==> src/rtl/riscv_pkg.sv <==
// Shared RISC-V front-end types: PC sequencer states, redirect sources, and instruction size.
// Latency: none (types and constants only).
// Backpressure: not applicable.
package riscv_pkg;

    typedef enum logic [1:0] {
        BOOT  = 2'd0,
        FETCH = 2'd1,
        FLUSH = 2'd2
    } pc_state_e;

    typedef enum logic [1:0] {
        RD_NONE = 2'd0,
        RD_BR   = 2'd1,
        RD_JAL  = 2'd2,
        RD_JALR = 2'd3
    } redirect_src_e;

    localparam logic [31:0] INSTR_BYTES = 32'd4;

    // Force an address onto a 32-bit instruction boundary
    function automatic logic [31:0] word_align(input logic [31:0] addr);
        return addr & ~32'd3;
    endfunction

endpackage

==> src/rtl/next_pc_sel.sv <==
// Redirect priority encoder (JALR > JAL > branch) and target formation, with alignment check.
// Latency: purely combinational.
// Backpressure: none; sampled by pc_redirect_ctrl. Macro PC_MISALIGN_TRAP_EN selects trap-on-misalign.
module next_pc_sel
    import riscv_pkg::*;
#(
`ifdef PC_MISALIGN_TRAP_EN
    parameter logic [31:0] TRAP_VEC = 32'h0000_0100
`endif
) (
    input  logic          ex_valid_i,
    input  logic          br_taken_i,
    input  logic          jal_i,
    input  logic          jalr_i,
    input  logic [31:0]   alu_target_i,
    input  logic [31:0]   br_target_i,
    output redirect_src_e src_o,
    output logic [31:0]   target_o,
    output logic          misalign_o
);

    logic [31:0] raw_target;

    // Pick the highest-priority redirect source and its raw target
    always_comb begin
        src_o      = RD_NONE;
        raw_target = br_target_i;
        if (ex_valid_i) begin
            if (jalr_i) begin
                src_o      = RD_JALR;
                raw_target = alu_target_i & ~32'd1;
            end else if (jal_i) begin
                src_o      = RD_JAL;
            end else if (br_taken_i) begin
                src_o      = RD_BR;
            end
        end
    end

`ifdef PC_MISALIGN_TRAP_EN
    // A half-word aligned target is not fetchable: send it to the trap vector
    always_comb begin
        misalign_o = (src_o != RD_NONE) && raw_target[1];
        target_o   = misalign_o ? TRAP_VEC : word_align(raw_target);
    end
`else
    // Without trapping, misaligned targets are silently rounded down to a word
    always_comb begin
        misalign_o = 1'b0;
        target_o   = word_align(raw_target);
    end
`endif

endmodule

==> src/rtl/pc_redirect_ctrl.sv <==
// Program counter owner: issues fetch addresses and applies execute-stage redirects with a kill window.
// Latency: redirect cycle flushes combinationally; the new target is requested KILL_DEPTH cycles later.
// Backpressure: pc_o holds while if_ready_i is low; a redirect is the only case that withdraws if_valid_o.
// Macro PC_MISALIGN_TRAP_EN enables redirecting misaligned targets to TRAP_VEC.
module pc_redirect_ctrl
    import riscv_pkg::*;
#(
    parameter logic [31:0] RESET_PC   = 32'h0000_0000,
`ifdef PC_MISALIGN_TRAP_EN
    parameter logic [31:0] TRAP_VEC   = 32'h0000_0100,
`endif
    parameter int          KILL_DEPTH = 2
) (
    input  logic        clk_i,
    input  logic        rst_ni,
    input  logic        ex_valid_i,
    input  logic        br_taken_i,
    input  logic        jal_i,
    input  logic        jalr_i,
    input  logic [31:0] alu_target_i,
    input  logic [31:0] br_target_i,
    input  logic        if_ready_i,
    output logic        if_valid_o,
    output logic [31:0] pc_o,
    output logic        flush_o,
    output logic        misalign_o
);

    // Counter starts at KILL_DEPTH-1; a depth of 1 skips FLUSH entirely
    localparam logic [2:0] KILL_INIT = 3'(KILL_DEPTH - 1);

    pc_state_e     state_q;
    logic [31:0]   pc_q;
    logic [2:0]    kill_cnt_q;

    redirect_src_e sel_src;
    logic [31:0]   sel_target;
    logic          sel_misalign;
    logic          redirect;

    next_pc_sel #(
`ifdef PC_MISALIGN_TRAP_EN
        .TRAP_VEC     (TRAP_VEC)
`endif
    ) u_next_pc_sel (
        .ex_valid_i   (ex_valid_i),
        .br_taken_i   (br_taken_i),
        .jal_i        (jal_i),
        .jalr_i       (jalr_i),
        .alu_target_i (alu_target_i),
        .br_target_i  (br_target_i),
        .src_o        (sel_src),
        .target_o     (sel_target),
        .misalign_o   (sel_misalign)
    );

    // Redirects only count while fetching; in FLUSH they come from killed instructions
    always_comb begin
        redirect   = (state_q == FETCH) && (sel_src != RD_NONE);
        if_valid_o = (state_q == FETCH) && !redirect;
        flush_o    = redirect;
        misalign_o = redirect && sel_misalign;
    end

    assign pc_o = pc_q;

    // PC sequencer: boot, sequential fetch with backpressure, and redirect kill window
    always_ff @(posedge clk_i) begin
        if (!rst_ni) begin
            state_q    <= BOOT;
            pc_q       <= RESET_PC;
            kill_cnt_q <= 3'd0;
        end else begin
            case (state_q)
                BOOT: begin
                    state_q <= FETCH;
                end
                FETCH: begin
                    if (redirect) begin
                        pc_q       <= sel_target;
                        kill_cnt_q <= KILL_INIT;
                        state_q    <= (KILL_INIT == 3'd0) ? FETCH : FLUSH;
                    end else if (if_ready_i) begin
                        pc_q <= pc_q + INSTR_BYTES;
                    end
                end
                FLUSH: begin
                    kill_cnt_q <= kill_cnt_q - 3'd1;
                    if (kill_cnt_q == 3'd1) begin
                        state_q <= FETCH;
                    end
                end
                default: begin
                    state_q <= BOOT;
                end
            endcase
        end
    end

endmodule

==> config.mk <==
export PLATFORM = sky130hd
export DESIGN_NAME = pc_redirect_ctrl
export DESIGN_NICKNAME = d
export VERILOG_FILES = /design/src/rtl/riscv_pkg.sv /design/src/rtl/next_pc_sel.sv /design/src/rtl/pc_redirect_ctrl.sv
export SDC_FILE = /design/constraint.sdc
export NUM_CORES = 1
export LEC_CHECK = 0
export CORE_UTILIZATION = 35
export CTS_CLUSTER_SIZE = 30
export DETAILED_ROUTE_END_ITERATION = 8
export PLACE_DENSITY = 0.68
export SLEW_MARGIN = 20
export SYNTH_ARGS = -nofsm -noshare
export SYNTH_HDL_FRONTEND = slang
export SYNTH_SLANG_ARGS = --single-unit
==> constraint.sdc <==
create_clock -name clk_i -period 2.5 [get_ports clk_i]
set_input_delay 0.5 -clock clk_i [delete_from_list [all_inputs] [get_ports clk_i]]
set_output_delay 0.5 -clock clk_i [all_outputs]
set_load 0.03 [all_outputs]
== Word level (Yosys, flattened, before mapping) ==
Cells that the tools add are included.
Operators by class
  add/sub/neg operators: 2
  multipliers: 0
  div/mod/pow operators: 0
  magnitude comparators: 0
  equality and inequality tests: 5
  shifts and indexed selects: 0
  muxes and demuxes: 13
  bitwise operators: 0
  reductions and logical operators: 10
Operators with widths (number)
  $mux 32: 4
  $add 32x3->32 const B: 1
  $mux 2: 5
  $pmux 2 s3: 1
  $pmux 3 s2: 1
  $reduce_and 2->1: 3
  $reduce_bool 2->1: 3
  $ne 2x2->1 const B: 2
  $eq 3x1->1 const B: 1
  $mux 3: 1
  $sub 3x1->3 const B: 1
  $eq 2x1->1 const B: 1
  $eq 2x2->1 const B: 1
  $logic_and 1x1->1: 2
  $logic_not 2->1: 1
  $logic_not 1->1: 1
  $mux 1: 1
Storage, ports and cells
  register bits: 37
  latch bits: 0
  memory bits (writable): 0
  memory bits (read-only): 0
  input bits: 71
  output and inout port bits: 35
  logic and storage cells: 33
  memories: 0

== Longest topological paths before layout ==
Gate-level depths: netlist of the first run.
  word-level depth: 8
  depth in mapped cells: 7
  depth with buffers taken out: 5

== Modules after synthesis ==
From an unflattened synthesis of the first run, not the netlist that was laid out.
Second synthesis, totals
  cells, all modules: 350
  area, all modules: 2896.5 µm²
Modules (own cells, without submodules)
  pc_redirect_ctrl: times used 1, cells an instance 309, area each 2358.5 µm², seq. area each 740.7 µm²
  next_pc_sel: times used 1, cells an instance 41, area each 538.0 µm², seq. area each 0.0 µm²

== Least setup slack after synthesis of the first run ==
OpenSTA, ideal clock, no wires.
  kind: reg2reg
  from: register pc_q[2], in the netlist pc_o[2]
  to: register pc_q[28], in the netlist pc_o[28]
  setup time: 0.122 ns
  arrival time: 2.053 ns
  data required time: 2.378 ns
  slack: 0.325 ns
  stages on the path, launching flop included: 7
  buffers on the path: 1
  period minus slack after synthesis: 2.175 ns
  cells stage by stage: dfxtp_1 ha_1 nand4_1 or4_1 buf_2 o31a_1 o311a_1
On the way
  longest elaborated chain between the ends: 3
RTL lines
  start, declared: line pc_redirect_ctrl.sv:33  | logic [31:0] pc_q;
  start signal, assigned: line pc_redirect_ctrl.sv:80  | pc_q <= sel_target;
  start signal, assigned: line pc_redirect_ctrl.sv:84  | pc_q <= pc_q + INSTR_BYTES;
  $add 32x3->32: line pc_redirect_ctrl.sv:84
  $mux 32: line pc_redirect_ctrl.sv:83  | end else if (if_ready_i) begin
  $mux 32: line pc_redirect_ctrl.sv:79  | if (redirect) begin
Every way passes these cells. The select of a mux whose other input is x is not followed.
A chain may end at the register's enable or synchronous reset.

== Worst setup path in the final report of the first run ==
  from: input port jal_i
  to: output port flush_o
On the way
  longest elaborated chain between the ends: 5
RTL lines
  start, declared: line pc_redirect_ctrl.sv:18  | input logic jal_i,
  $mux 2: line next_pc_sel.sv:32  | end else if (jal_i) begin
  $mux 2: line next_pc_sel.sv:29  | if (jalr_i) begin
  $mux 2: line next_pc_sel.sv:28  | if (ex_valid_i) begin
  $reduce_bool 2->1: line pc_redirect_ctrl.sv:59  | redirect = (state_q == FETCH) && (sel_src != RD_NONE);
  $logic_and 1x1->1: line pc_redirect_ctrl.sv:59
  end, declared: line pc_redirect_ctrl.sv:25  | output logic flush_o,
Every way passes these cells.

==> results.yml, run 1 <==
yosys:
  yosysTopAreaCellShare: 0.277
  synth_area_leaders: "dfxtp_1 28%, nand2_1 6.4%, mux2_2 6.2%"
  synth_seq_cells: 35
  synth.avg_cell_area_um2: 7.89
  yosysUniqueCellTypes: 56
  synthCells: 320
  yosysMostFrequentCell: "nand2_1"
  yosysTopAreaCell: "dfxtp_1"
  synth.top_cells.by_count: "43 x nand2_1, 35 x dfxtp_1, 25 x nand3_1"
  synth_flop_cell: "dfxtp_1"
  async_reset_ff_frac: 0
  ys_seq_area_frac: 0.277
  synth-edff-count: 0
  synth-warning-count: 0
  syn_area_um2: 2530
min_path:
  min_from: "pc_o[31]"
  hp-class: "flop to flop"
  holdPathStages: 2
  hold_end: "pc_o[31]"
place:
  place_area_um2: 3680
  io_buffers: 98
  hpwl_mm: 5.79
  gp_congestion: 0.801
power_and_ir_drop:
  leakage_nw: 1.39
  max-vdd-ir-drop_uv: 334
  powerDensity_nw_per_um2: 451
  finalPower_mw: 1.70
worst_setup_path:
  arrival_ns: 1.80
  cp_top_family: "buffers and inverters"
  worst-path-stages: 5
  crit_type: "input port to output pin"
  critPathRequiredTime_ns: 2.00
  slowest_stage: "clkdlybuf4s50_1"
  cp_num_buf_inv: 3
  worstReg2RegEnd: "pc_o[26]"
  ff2ff_setup_slack_ns: 0.36
  path_cells: "clkdlybuf4s50_1 > o311ai_2 > or2_2 > clkinv_1 > clkbuf_2"
  timing.rr.start: "pc_o[2]"
  rr_worst_depth: 5
  cp_max_fo: 2
  cp_slowest_stage_delay_ns: 0.44
  cp-start-kind: "input port"
  end_kind: "output pin"
final_layout:
  diodes: 0
  multiInputGateArea_um2: 1680
  nets: 497
  drive_gt1_frac: 0.130
  fill_cells: 658
  seqCellArea_um2: 701
  synthToLayoutAreaGrowth_pct: 49.6
  finalInstanceArea_um2: 3780
global_routing:
  use_met2: 0.388
  met3_usage: 0.0379
  grt_pass1_vias: 2851
  grtUsageTotal: 0.218
  antenna_found_initial: 0
  gr-total-overflow: 0
  use_met1: 0.268
  grt_pass1_wl_mm: 13.2
  grt_max_degree: 32
  grt-busiest-layer: "met2"
sta:
  setup_tns_ns: 0
  setup_viol: 0
  finalHoldViolCount: 0
  finalCritPeriodShare: 0.921
  skew_ns: 0.00613
  fmax_mhz: 434
  drv_slew: 0
  finalWorstPathRequiredPeriod_ns: 2.30
  slew_headroom: 0.629
  worst_pin_slew_ns: 0.555
  rsz0062_at_grt: "no"
  whs_ns: 0.527
clocking:
  root_buffer: "clkbuf_8"
  postCtsSetupRepairBufs: 0
  clk_pin_slew_ns: 0.07
  cts_buffers: 5
  htreeDepth: 2
  cts.hold.buffers_added: 0
  clk_path_buf_depth: 2
  cts_sinks: 35
  cts_tree: "yes"
  clock_latency_ns: 0.29
run_status:
  status: "finished, final reports clean"
route:
  wl_per_cell_um: 15.1
  via_per_inst: 5.60
  drtPass1Iterations: 4
  ant_nets: 0
  drt_drc_violations_left: 0
  drt-total-wl_mm: 7.87
  drt-initial-drc-count: 200
  num_vias: 2913
die:
  core_area_um2: 6870
  die_h_um: 87.0
  row_count: 30
  io_pins: 106
  die_w_um: 87.0
  start_util: 0.368
  die-area_um2: 7560
job:
  cap_violations: 0
## how the worst max path moves through the flow
stage | endpoint | start
after global placement | flush_o | jal_i
final | flush_o | jal_i
after CTS | flush_o | jal_i
after floorplan | pc_o[28] | pc_o[2]
after detailed placement | flush_o | jal_i
after global routing | flush_o | jal_i
## per-layer routing
| layer | wire, um | part of all wire |
|---|---|---|
| met5 | 0 | 0 |
| met4 | 109 | 0.014 |
| met2 | 3890 | 0.49 |
| met1 | 3450 | 0.44 |
| met3 | 429 | 0.055 |
## layout by cell type (no fill, tap or decap), types with 11 or more instances in the layout
| cell type | synthesis | routed |
|---|---|---|
| o21ai_0 | 12 | 12 |
| a21oi_1 | 14 | 14 |
| dfxtp_1 | 35 | 35 |
| mux2_2 | 14 | 14 |
| o211ai_1 | 11 | 11 |
| nand2_1 | 43 | 43 |
| nand3_1 | 25 | 25 |
| clkdlybuf4s50_1 | 0 | 96 |
| buf_4 | 4 | 23 |
## cell families (layout without fill, tap and decap cells)
kind of cell,count (synthesis),count (layout),synth area share
compound gates,86,86,0.248
xor+xnor,1,1,0.00347
fa+ha+maj,3,3,0.0149
buf+inv,37,139,0.0639
flops,35,35,0.277
mux,15,15,0.0664
other cells,1,3,0.00148
simple gates,142,142,0.325
## repair_timing
| action | 4_1_cts | 5_1_grt |
|---|---|---|
| gates resized for setup | 2 | 2 |
| endpoints found under the setup margin | 1 | 1 |
| cloned | 0 | 0 |
## worst min-delay path, cell delays in order, from the launching register on
cell and delay, ns:
dfxtp_1 0.34, o31ai_1 0.07, a31oi_1 0.08
## sequential cells by signal (all words and copies together), names as in the netlist
signal / cells
pc_o: 30
kill_cnt_q: 3
state_q: 2
## through the flow
stage          setup slack, ns  std cells   util
6_report                 0.198        520  0.550
5_1_grt                  0.122        520  0.550
4_1_cts                 0.0249        520  0.551
3_5_place_dp            -0.258        512  0.535
3_3_place_gp            -0.259        512  0.535
2_1_floorplan            0.325        322      -
## power by group
group	internal, mW	leakage, nW	switching (mW)
clock	0.252	0.0515	0.210
combinational	0.289	1.05	0.274
sequential	0.608	0.287	0.0708
total	1.15	1.39	0.556
## layout make-up
type                            count  share of cell area
Multi-Input combinational cell    250               0.444
Timing Repair Buffer              120               0.301
Sequential cell                    35               0.185
Tap cell                           96              0.0318
Clock buffer                        8              0.0265
Inverter                           11              0.0109
No activity file was read; power rests on OpenSTA's default activity.
==> run 2, diff against run 1 <==
- DONT_BUFFER_PORTS: default -> 1
- PLACE_DENSITY: 0.68 -> default
==> results.yml, run 2 (synthesized netlist as in run 1, its figures left out) <==
sta:
  skew_ns: 0.00518
  whs_ns: 0.327
  rsz0062_at_grt: "no"
  finalHoldViolCount: 0
  fmax_mhz: 465
  setup_tns_ns: 0
  slew_headroom: 0.508
  setup_viol: 0
  finalWorstPathRequiredPeriod_ns: 2.15
  worst_pin_slew_ns: 0.731
  drv_slew: 0
  finalCritPeriodShare: 0.861
die:
  die-area_um2: 7560
  core_area_um2: 6870
  row_count: 30
  die_h_um: 87.0
  die_w_um: 87.0
  io_pins: 106
  start_util: 0.368
global_routing:
  antenna_found_initial: 0
  grtUsageTotal: 0.203
  gr-total-overflow: 0
  grt_max_degree: 38
  grt_pass1_vias: 2414
  grt_pass1_wl_mm: 11.9
clocking:
  clk_path_buf_depth: 2
  cts.hold.buffers_added: 0
  htreeDepth: 2
  postCtsSetupRepairBufs: 0
  cts_buffers: 5
  cts_tree: "yes"
  clock_latency_ns: 0.29
  cts_resized: 0
  clk_pin_slew_ns: 0.07
  cts_sinks: 35
  root_buffer: "clkbuf_8"
place:
  hpwl_mm: 5.40
  io_buffers: 0
  gp_congestion: 0.765
route:
  ant_nets: 0
  num_vias: 2530
  drtPass1Iterations: 4
  drt_drc_violations_left: 0
  drt-initial-drc-count: 180
  wl_per_cell_um: 17.1
  drt-total-wl_mm: 7.29
  via_per_inst: 5.95
worst_setup_path:
  rr_worst_depth: 5
  critPathRequiredTime_ns: 2.68
  end_kind: "flop"
  crit_type: "flop to flop"
  worstReg2RegEnd: "pc_o[28]"
  crit_path_end: "pc_o[28]"
  timing.rr.start: "pc_o[2]"
  crit_start: "pc_o[2]"
  cp-start-kind: "flop"
  cp_max_fo: 8
  arrival_ns: 2.33
  ff2ff_setup_slack_ns: 0.35
power_and_ir_drop:
  max-vdd-ir-drop_uv: 279
  leakage_nw: 1.04
  powerDensity_nw_per_um2: 528
job:
  cap_violations: 0
final_layout:
  final_common_cell: "nand2_1"
  fill_cells: 732
  final_cell_mix: "43 x nand2_1, 35 x dfxtp_1, 25 x nand3_1, 25 x buf_4"
  drive_gt1_frac: 0.170
  largest_reg_flops: 30
  nets: 403
  diodes: 0
  synthToLayoutAreaGrowth_pct: 12.0
min_path:
  hp-class: "input port to flop"
run_status:
  status: "finished, final reports clean"
run 2: power breakdown:
group          internal (mW)  leakage, nW  switching, mW
combinational          0.147        0.704          0.201
sequential             0.608        0.287          0.112
clock                  0.216       0.0470          0.209
run 2: how the worst min path moves through the flow:
stage	slack (ns)	startpoint	end	cells past startpoint
2_1_floorplan	0.50	kill_cnt_q[1]	kill_cnt_q[1]	2
3_3_place_gp	0.51	kill_cnt_q[1]	kill_cnt_q[1]	2
3_5_place_dp	0.52	kill_cnt_q[1]	kill_cnt_q[1]	2
4_1_cts	0.32	rst_ni	state_q[1]	1
5_1_grt	0.31	rst_ni	pc_o[9]	1
6_report	0.33	rst_ni	kill_cnt_q[0]	1
run 2: metrics by stage:
| step | area, um^2 | utilization | cells | setup WS [ns] | power (mW) |
|---|---|---|---|---|---|
| 3_3_place_gp | 2740 | 0.399 | 418 | 0.430 | 1.07 |
| 5_1_grt | 2830 | 0.412 | 425 | 0.202 | 1.58 |
| 6_report | 2830 | 0.412 | 425 | 0.348 | 1.49 |
| 2_1_floorplan | 2530 | - | 322 | 0.325 | 0.986 |
| 3_5_place_dp | 2740 | 0.399 | 418 | 0.369 | 1.08 |
| 4_1_cts | 2830 | 0.412 | 425 | 0.351 | 1.51 |
run 2: per-layer routing:
metal / routed length (um) / global-route usage / vias up / part of all wire
met3: 528 / 0.0512 / 8 / 0.072
met2: 3390 / 0.333 / 89 / 0.47
met1: 3270 / 0.260 / 1175 / 0.45
met5: 0 / 0 / - / 0
li1: - / - / 1258 / -
met4: 96 / 0.0652 / 0 / 0.013
run 2: final cells by class:
class,count,area (um^2),share of cell area
clock inverter,1,5.00,0.00177
inverter,11,41.3,0.0146
sequential,35,701,0.248
tap,96,120,0.0425
multi-input combinational,250,1670,0.591
clock buffer,6,82.6,0.0292
timing repair buffer,26,208,0.0734
run 2: worst max-delay path, stage by stage, from the launching register on:
cell and delay (ns):
dfxtp_1 0.35, ha_1 0.28, nand4_1 0.22, or4_1 0.62, o31a_1 0.29, o311a_1 0.28
==> run 3, diff against run 2 <==
--- a/config.mk
+++ b/config.mk
@@ -10,4 +10,5 @@
 export DETAILED_ROUTE_END_ITERATION = 8
 export DONT_BUFFER_PORTS = 1
+export SETUP_SLACK_MARGIN = 0.05
 export SLEW_MARGIN = 20
 export SYNTH_ARGS = -nofsm -noshare
==> constraint.sdc (replaced) <==
create_clock -name clk_i -period 2.5 [get_ports clk_i]
set_input_delay 0.375 -clock clk_i [delete_from_list [all_inputs] [get_ports clk_i]]
set_output_delay 0.375 -clock clk_i [all_outputs]
set_load 0.03 [all_outputs]
==> results.yml, run 3 (synthesized netlist as in run 1, its figures left out) <==
run_status:
  status: "finished, final reports clean"
die:
  core_area_um2: 6870
  die-area_um2: 7560
  row_count: 30
  die_h_um: 87.0
  die_w_um: 87.0
  start_util: 0.368
  io_pins: 106
sta:
  worst_pin_slew_ns: 0.762
  finalWorstPathRequiredPeriod_ns: 2.19
  skew_ns: 0.00393
  slew_headroom: 0.488
  finalCritPeriodShare: 0.875
  finalHoldViolCount: 0
  drv_slew: 0
  whs_ns: 0.207
  setup_viol: 0
  fmax_mhz: 457
  setup_tns_ns: 0
  rsz0062_at_grt: "no"
route:
  top_layer: "met4"
  wl_per_cell_um: 17.3
  drtPass1Iterations: 4
  drt-total-wl_mm: 7.35
  via_per_inst: 5.98
  wl_met3_um: 452
  ant_nets: 0
  drt-initial-drc-count: 116
  drt_drc_violations_left: 0
  met1Wirelength_mm: 3.39
  dr_wl_met2_mm: 3.44
  num_vias: 2549
place:
  hpwl_mm: 5.39
  dp.cells: 418
  io_buffers: 0
  gp_congestion: 0.818
clocking:
  htreeDepth: 2
  clock_latency_ns: 0.29
  postCtsSetupRepairBufs: 0
  cts_tree: "yes"
  cts_sinks: 35
  clk_pin_slew_ns: 0.07
  cts_resized: 0
  cts_buffers: 5
  root_buffer: "clkbuf_8"
  cts.hold.buffers_added: 0
  clk_path_buf_depth: 2
final_layout:
  fin_cells: 426
  final_common_cell: "nand2_1"
  synthToLayoutAreaGrowth_pct: 12.0
  diodes: 0
  final_cell_mix: "43 x nand2_1, 35 x dfxtp_1, 26 x buf_4"
  fill_cells: 744
  nets: 403
  final_core_util: 0.412
  drive_gt1_frac: 0.170
  largest_reg_flops: 30
job:
  cap_violations: 0
power_and_ir_drop:
  leakage_nw: 1.04
  powerDensity_nw_per_um2: 539
  finalPower_mw: 1.53
  max-vdd-ir-drop_uv: 314
min_path:
  holdPathStages: 1
  hp-class: "input port to flop"
global_routing:
  grt_pass1_vias: 2353
  antenna_found_initial: 0
  grtUsageTotal: 0.197
  gr-total-overflow: 0
  grt_pass1_wl_mm: 11.6
  grt_max_degree: 38
worst_setup_path:
  arrival_ns: 1.81
  crit_type: "flop to output pin"
  cp_num_buf_inv: 3
  cp_top_family: "buffers and inverters"
  worst-path-stages: 5
  slowest_stage: "dfxtp_1"
  rr_worst_depth: 5
  crit_top_cell: "buf_4"
  path_cells: "o311ai_1 > or2_2 > clkinv_1 > buf_4 > buf_4"
  critPathRequiredTime_ns: 2.12
  cp_slowest_stage_delay_ns: 0.46
  cp-start-kind: "flop"
  end_kind: "output pin"
  cp_max_fo: 19
[run 3: cell types whose count changed in the layout (fill, tap and decap cells not counted)]
cell / delta
buf_12: -1
clkbuf_1: +1
clkbuf_8: +1
buf_4: +1
clkinv_2: -1
[run 3: layer usage]
metal | vias up | GRT usage
met2 | 79 | 0.332
met4 | 0 | 0.0455
li1 | 1255 | -
met5 | - | 0
met3 | 9 | 0.0474
met1 | 1206 | 0.253
[run 3: final timing paths]
kind	slack, ns	end	startpoint
worst min register to register	0.54	kill_cnt_q[1]	kill_cnt_q[1]
worst max-delay path	0.31	flush_o	state_q[0]
worst min-delay path	0.21	state_q[1]	rst_ni
worst max register to register	0.38	pc_o[28]	pc_o[2]
[run 3: area by class of cell]
class                           count  area, um^2  share of cell area
Clock buffer                        8         100              0.0354
Inverter                           11        41.3              0.0146
Multi-Input combinational cell    250        1670               0.591
Sequential cell                    35         701               0.248
Tap cell                           96         120              0.0425
Timing Repair Buffer               26         195              0.0690
[run 3: worst register-to-register path: cells and delay by family, from the launching register on]
kind,cells,cell delay (ns)
AOI/OAI and AO/OA,2,0.58
adders and majority gates,1,0.27
and+or+nand+nor,2,0.83
DFF,1,0.34
[run 3: through the flow]
stage | instance area [um^2] | setup slack [ns]
5_1_grt | 2830 | 0.237
6_report | 2830 | 0.312
4_1_cts | 2830 | 0.322
2_1_floorplan | 2530 | 0.325
3_5_place_dp | 2730 | 0.380
3_3_place_gp | 2730 | 0.440
[run 3: report_power, final]
| part | switching (mW) | internal (mW) |
|---|---|---|
| sequential | 0.118 | 0.607 |
| clock | 0.210 | 0.252 |
| combinational | 0.196 | 0.143 |
| total | 0.524 | 1.00 |
